--- config.mk ---
export PLATFORM = sky130hd
export DESIGN_NAME = conv_rdy_ctrl
export DESIGN_NICKNAME = d
export VERILOG_FILES = /design/src/rtl/conv_rdy_ctrl.sv
export SDC_FILE = /design/constraint.sdc
export NUM_CORES = 1
export LEC_CHECK = 0
export BUFFER_PORTS_ARGS = -buffer_cell sky130_fd_sc_hd__buf_2
export CORE_MARGIN = 10
export CORE_UTILIZATION = 57
export CTS_CLUSTER_SIZE = 12
export DETAILED_ROUTE_END_ITERATION = 8
export PLACE_DENSITY_LB_ADDON = 0.05
export SYNTH_ARGS = -nofsm -noshare
export SYNTH_HDL_FRONTEND = slang
export SYNTH_SLANG_ARGS = --single-unit
--- constraint.sdc ---
create_clock -name clk -period 2.4 [get_ports clk]
set_input_delay 0.24 -clock clk [delete_from_list [all_inputs] [get_ports clk]]
set_output_delay 0.24 -clock clk [all_outputs]
set_load 0.03 [all_outputs]
--- src/rtl/conv_rdy_ctrl.sv ---
// Ready/strobe sequencer for a convolution layer: counts MAC taps per neuron,
// neurons per plane and planes per layer, and emits delayed write strobes/addresses.
module conv_rdy_ctrl #(
  parameter int unsigned IN_CH    = 4,
  parameter int unsigned K        = 5,
  parameter int unsigned R        = 28,
  parameter int unsigned C        = 28,
  parameter int unsigned OUT_CH   = 1,
  parameter int unsigned PIPE_DLY = 2,
  parameter int unsigned ADDR_W   = 16,
  localparam int unsigned OC_W    = (OUT_CH > 1) ? $clog2(OUT_CH) : 1
) (
  input  logic              clk,
  input  logic              rst_n,
  input  logic              start,
  input  logic              abort,
  input  logic              tap_vld,
  output logic              neuron_rdy,
  output logic              write_rdy,
  output logic [ADDR_W-1:0] out_addr,
  output logic              plane_rdy,
  output logic              layer_done,
  output logic              busy,
  output logic [OC_W-1:0]   oc_idx
);

  localparam int unsigned TAPS  = ((IN_CH + 3) / 4) * K * K;
  localparam int unsigned PIX   = R * C;
  localparam int unsigned TAP_W = (TAPS > 1) ? $clog2(TAPS) : 1;
  localparam int unsigned PIX_W = (PIX > 1) ? $clog2(PIX) : 1;
  localparam int unsigned PW    = PIPE_DLY + 1;
  localparam logic [PW-1:0] LAST_BIT = PW'(1) << PIPE_DLY;

  if (PIPE_DLY > 15) begin : g_dly_chk
    $error("conv_rdy_ctrl: PIPE_DLY must be in 0..15");
  end
  if ((ADDR_W < 63) && ((64'(PIX) * 64'(OUT_CH)) > (64'd1 << ADDR_W))) begin : g_addr_chk
    $error("conv_rdy_ctrl: PIX*OUT_CH exceeds the out_addr range");
  end

  typedef enum logic [1:0] {S_IDLE, S_RUN, S_DRAIN, S_DONE} state_t;

  state_t            r_state, w_state_nxt;
  logic [TAP_W-1:0]  r_tap_cnt, w_tap_nxt;
  logic [PIX_W-1:0]  r_pix_cnt, w_pix_nxt;
  logic [OC_W-1:0]   r_oc_idx, w_oc_nxt;
  logic [ADDR_W-1:0] r_out_addr, w_addr_nxt;
  logic [PW-1:0]     r_pipe, w_pipe_nxt;
  logic              r_plane_rdy, w_plane_nxt;
  logic              r_layer_done, r_busy;
  logic              w_nr_nxt;
  logic              w_tap_last, w_pix_last, w_oc_last, w_pend;

  assign w_tap_last = (r_tap_cnt == TAP_W'(TAPS - 1));
  assign w_pix_last = (r_pix_cnt == PIX_W'(PIX - 1));
  assign w_oc_last  = (r_oc_idx == OC_W'(OUT_CH - 1));
  // Anything still travelling down the delay line besides the bit on write_rdy now.
  assign w_pend     = |(r_pipe & ~LAST_BIT);

  always_ff @(posedge clk or negedge rst_n) begin
    if (!rst_n) r_state <= S_IDLE;
    else        r_state <= w_state_nxt;
  end

  always_comb begin
    w_state_nxt = r_state;
    w_tap_nxt   = r_tap_cnt;
    w_pix_nxt   = r_pix_cnt;
    w_oc_nxt    = r_oc_idx;
    w_addr_nxt  = r_pipe[PIPE_DLY] ? r_out_addr + ADDR_W'(1) : r_out_addr;
    w_nr_nxt    = 1'b0;
    w_plane_nxt = 1'b0;
    case (r_state)
      S_IDLE: begin
        if (start) begin
          w_state_nxt = S_RUN;
          w_tap_nxt   = '0;
          w_pix_nxt   = '0;
          w_oc_nxt    = '0;
          w_addr_nxt  = '0;
        end
      end
      S_RUN: begin
        if (tap_vld) begin
          if (w_tap_last) begin
            w_tap_nxt = '0;
            w_nr_nxt  = 1'b1;
            if (w_pix_last) begin
              w_pix_nxt   = '0;
              w_plane_nxt = 1'b1;
              if (w_oc_last) begin
                w_oc_nxt    = '0;
                w_state_nxt = S_DRAIN;
              end else begin
                w_oc_nxt = r_oc_idx + OC_W'(1);
              end
            end else begin
              w_pix_nxt = r_pix_cnt + PIX_W'(1);
            end
          end else begin
            w_tap_nxt = r_tap_cnt + TAP_W'(1);
          end
        end
      end
      S_DRAIN: begin
        if (!w_pend) w_state_nxt = S_DONE;
      end
      S_DONE: begin
        w_state_nxt = S_IDLE;
        w_addr_nxt  = '0;
      end
      default: w_state_nxt = S_IDLE;
    endcase
    // Shift the completion into the delay line; the top bit becomes write_rdy.
    w_pipe_nxt = PW'({r_pipe, w_nr_nxt});
    if (abort) begin
      w_state_nxt = S_IDLE;
      w_tap_nxt   = '0;
      w_pix_nxt   = '0;
      w_oc_nxt    = '0;
      w_addr_nxt  = '0;
      w_plane_nxt = 1'b0;
      w_pipe_nxt  = '0;
    end
  end

  always_ff @(posedge clk or negedge rst_n) begin
    if (!rst_n) begin
      r_tap_cnt    <= '0;
      r_pix_cnt    <= '0;
      r_oc_idx     <= '0;
      r_out_addr   <= '0;
      r_pipe       <= '0;
      r_plane_rdy  <= 1'b0;
      r_layer_done <= 1'b0;
      r_busy       <= 1'b0;
    end else begin
      r_tap_cnt    <= w_tap_nxt;
      r_pix_cnt    <= w_pix_nxt;
      r_oc_idx     <= w_oc_nxt;
      r_out_addr   <= w_addr_nxt;
      r_pipe       <= w_pipe_nxt;
      r_plane_rdy  <= w_plane_nxt;
      r_layer_done <= (w_state_nxt == S_DONE);
      r_busy       <= (w_state_nxt == S_RUN) || (w_state_nxt == S_DRAIN);
    end
  end

  assign neuron_rdy = r_pipe[0];
  assign write_rdy  = r_pipe[PIPE_DLY];
  assign out_addr   = r_out_addr;
  assign plane_rdy  = r_plane_rdy;
  assign layer_done = r_layer_done;
  assign busy       = r_busy;
  assign oc_idx     = r_oc_idx;

endmodule

==> metrics <==
status finished with violations; failing checks negative hold slack; setup_tns 0 ns; Net Sw Frac 25.8%; antenna-violating nets left 0; routed wire length around 4200 µm; CP Capture Type flip-flop; Avg Inst Size Synth between 9 and 10 µm²; Iteration-0 DRC Markers approximately 110; input/output buffers 25; Slowest cell on crit path nor4bb_1; Seq pwr share 59.6%; Slew Viols, Final 0; die area about 6400 µm²; worst slew margin relative to its limit a little over two fifths; internal power 837 µW; most frequent cells in the layout 39 x dfrtp_1, 25 x buf_2, 19 x nand2_1, 16 x nor2_1, 15 x a21oi_1; Critical Path Start r_pix_cnt[6]; cell mode on critical path nor4bb_1; GPL Wtd Cong 0.817; sum of buffers and inverters on the critical path 0; WS Path Type reg2reg; r2r startpoint r_pix_cnt[6]; clk sinks 39; Setup crit start kind flip-flop; first-pass GRT wire length 7190 µm; later-pin clock latency in the skew report around 0.34 ns; initial antenna violation count 0; largest fanout on the critical path 5; CTS tree done; Post-Syn Area slightly above 2000 µm²; YS warnings 0; crit-path cells nor4bb_1, nand3_1, o221ai_1, nor4bb_1, ha_1; clk slew on worst S/H paths 0.11 ns; initial cell density of the core between 60 and 70%; chip width approximately 80 µm; DRT Pass-1 Iters 4; Yosys cell types 45; minimum clock period 2.06 ns; vias in the first global route roughly 1700; detailed placement HPWL between 3000 and 4000 µm; Area contributors post-synth dfrtp_1 47%, ha_1 4.9%, a21oi_1 3.6%, nand2_1 3.5%, xor2_1 3.0%; WP data required about 2.6 ns; syn_nets about 230; FF+latch count, synth 39; setup repair bufs after CTS 0; clock share of power between 20% and 30%; share of layout cells above drive strength 1 ~17%; commonest non-fill, non-tap cell in the layout dfrtp_1; top cell type's share of synthesized area between 40% and 50%; Antenna diodes 0; Peak VDD IR about 0.33 mV; Slew @ Worst Pin 0.849 ns; Max stage delay on crit path about 0.45 ns; Num CTS Buffers 5; Via density between 5 and 6; # fillers 279; Top delay family on crit path simple AND/OR/NAND/NOR gates; WL/cell 14.6 µm; # nets final approximately 250; Fin Hold WS -0.00660 ns; Non-Filler Instances around 290; Leakage Power between 0.001 and 0.0015 µW; CTS root buffer clkbuf_4; final period utilization roughly 86%; RSZ-0062 raised after global routing false; Worst Skew around 0.0093 ns; Hold Fails Final Rpt 16; Core Footprint between 3000 and 4000 µm²; crit path DAT 2.30 ns; Comb pwr share 10.5%; worst min-delay path class in2async; CTS Buffer Depth 2; DR DRC count 0; CTS H-Tree Depth 2; Max-Cap Viols 0; Rows 21; largest net degree at the start of global routing 40; fraction of registers with async set/reset 100%; Gate Count Post-Synth roughly 210; global route total overflow 0; post_cts resized 0; main flop type after synthesis dfrtp_1; Post-synth EDFFs 0; f_max 485 MHz; Switching Power around 290 µW; Setup Viol. Count Final 0; sequential element share of the synthesized area a little under half; GRT Resource Usage Total 13.8%; chip height around 80 µm; PD cells about 490 nW/µm²; CTS Hold Bufs 0; total number of vias between 1500 and 2000; largest area contributor in the netlist dfrtp_1; I/O pins 27; P&R area growth vs syn 11.1%; DP Cell Count 280
[per-stage QoR]
stage	hold WS [ns]	utilization (%)	instance area [µm²]	power [µW]	setup WS (ns)
after floorplan	-0.0556	-	2060	763	0.428
after global placement	0.377	65.3	2230	799	0.408
after detailed placement	0.400	65.3	2230	804	0.345
after CTS	0.0171	67.0	2290	1140	0.342
after global routing	0.0419	67.0	2290	1190	0.209
final	-0.00660	67.0	2290	1130	0.338
[final timing paths]
| path | end | slack [ns] | cells past startpoint |
|---|---|---|---|
| max | busy | 0.34 | 5 |
| min | out_addr[8] | -0.007 | 1 |
| max reg2reg | busy | 0.34 | 5 |
| min reg2reg | r_pipe[2] | 0.51 | 1 |
| max in group asynchronous | r_pix_cnt[6] | 1.87 | 1 |
| min in group clk | r_pipe[2] | 0.21 | 2 |
[sequential cells by signal, indices dropped and copies added (netlist names)]
signal and flops:
r_pipe 3, plane_rdy 1, r_pix_cnt 10, r_tap_cnt 5, out_addr 16, r_state 2
layer_done 1, busy 1
[cell usage after synthesis (2+ instances only)]
cell      instances
dfrtp_1          39
nand2_1          19
nor2_1           16
a21oi_1          15
o21ai_0          12
inv_1            10
ha_1              8
nand3_1           8
nand4_1           7
or3_1             7
xor2_1            7
nor3_1            6
or4_1             6
xnor2_1           6
nand2b_1          4
o31ai_1           4
nor2b_1           3
a22o_1            2
and3_1            2
and4b_1           2
buf_4             2
clkbuf_1          2
nor4bb_1          2
or2_2             2
[worst reg2reg max path: stages (launching register included)]
cell and delay, ns:
dfrtp_1 0.43, nor4bb_1 0.45, nand3_1 0.24, o221ai_1 0.23
nor4bb_1 0.31, ha_1 0.29
[power by group through the flow]
| stage | combinational [µW] | clock (µW) | sequential [µW] |
|---|---|---|---|
| global placement | 114 | 0 | 685 |
| CTS | 120 | 348 | 673 |
| detailed placement | 119 | 0 | 685 |
| finish | 118 | 337 | 673 |
| floorplan | 75.3 | 0 | 688 |
| global route | 135 | 381 | 674 |
[cell families after synthesis]
| group | after synthesis | share of synthesized area [%] |
|---|---|---|
| fa+ha+maj | 8 | 4.86 |
| simple gates | 92 | 25.4 |
| mux | 1 | 0.486 |
| other cells | 1 | 0.182 |
| compound gates | 42 | 12.8 |
| xor+xnor | 13 | 5.53 |
| buf+inv | 16 | 3.40 |
| flops | 39 | 47.4 |
[area by class of cell]
type / count / area, µm² / share of cell area [%]
Clock inverter: 1 / 5.00 / 0.219
Tap cell: 46 / 57.6 / 2.52
Multi-Input combinational cell: 157 / 1010 / 44.3
Timing Repair Buffer: 28 / 148 / 6.46
Clock buffer: 6 / 51.3 / 2.24
Sequential cell: 39 / 976 / 42.7
Inverter: 10 / 37.5 / 1.64
[metal layers]
| metal | track usage [%] | wire length [µm] | vias to the layer above |
|---|---|---|---|
| met5 | 0 | 0 | - |
| met4 | 6.51 | 55 | 0 |
| met3 | 4.34 | 309 | 6 |
| met2 | 23.4 | 2080 | 42 |
| met1 | 15.3 | 1730 | 786 |
| li1 | - | - | 819 |
Power figures use the tool's default switching activity.
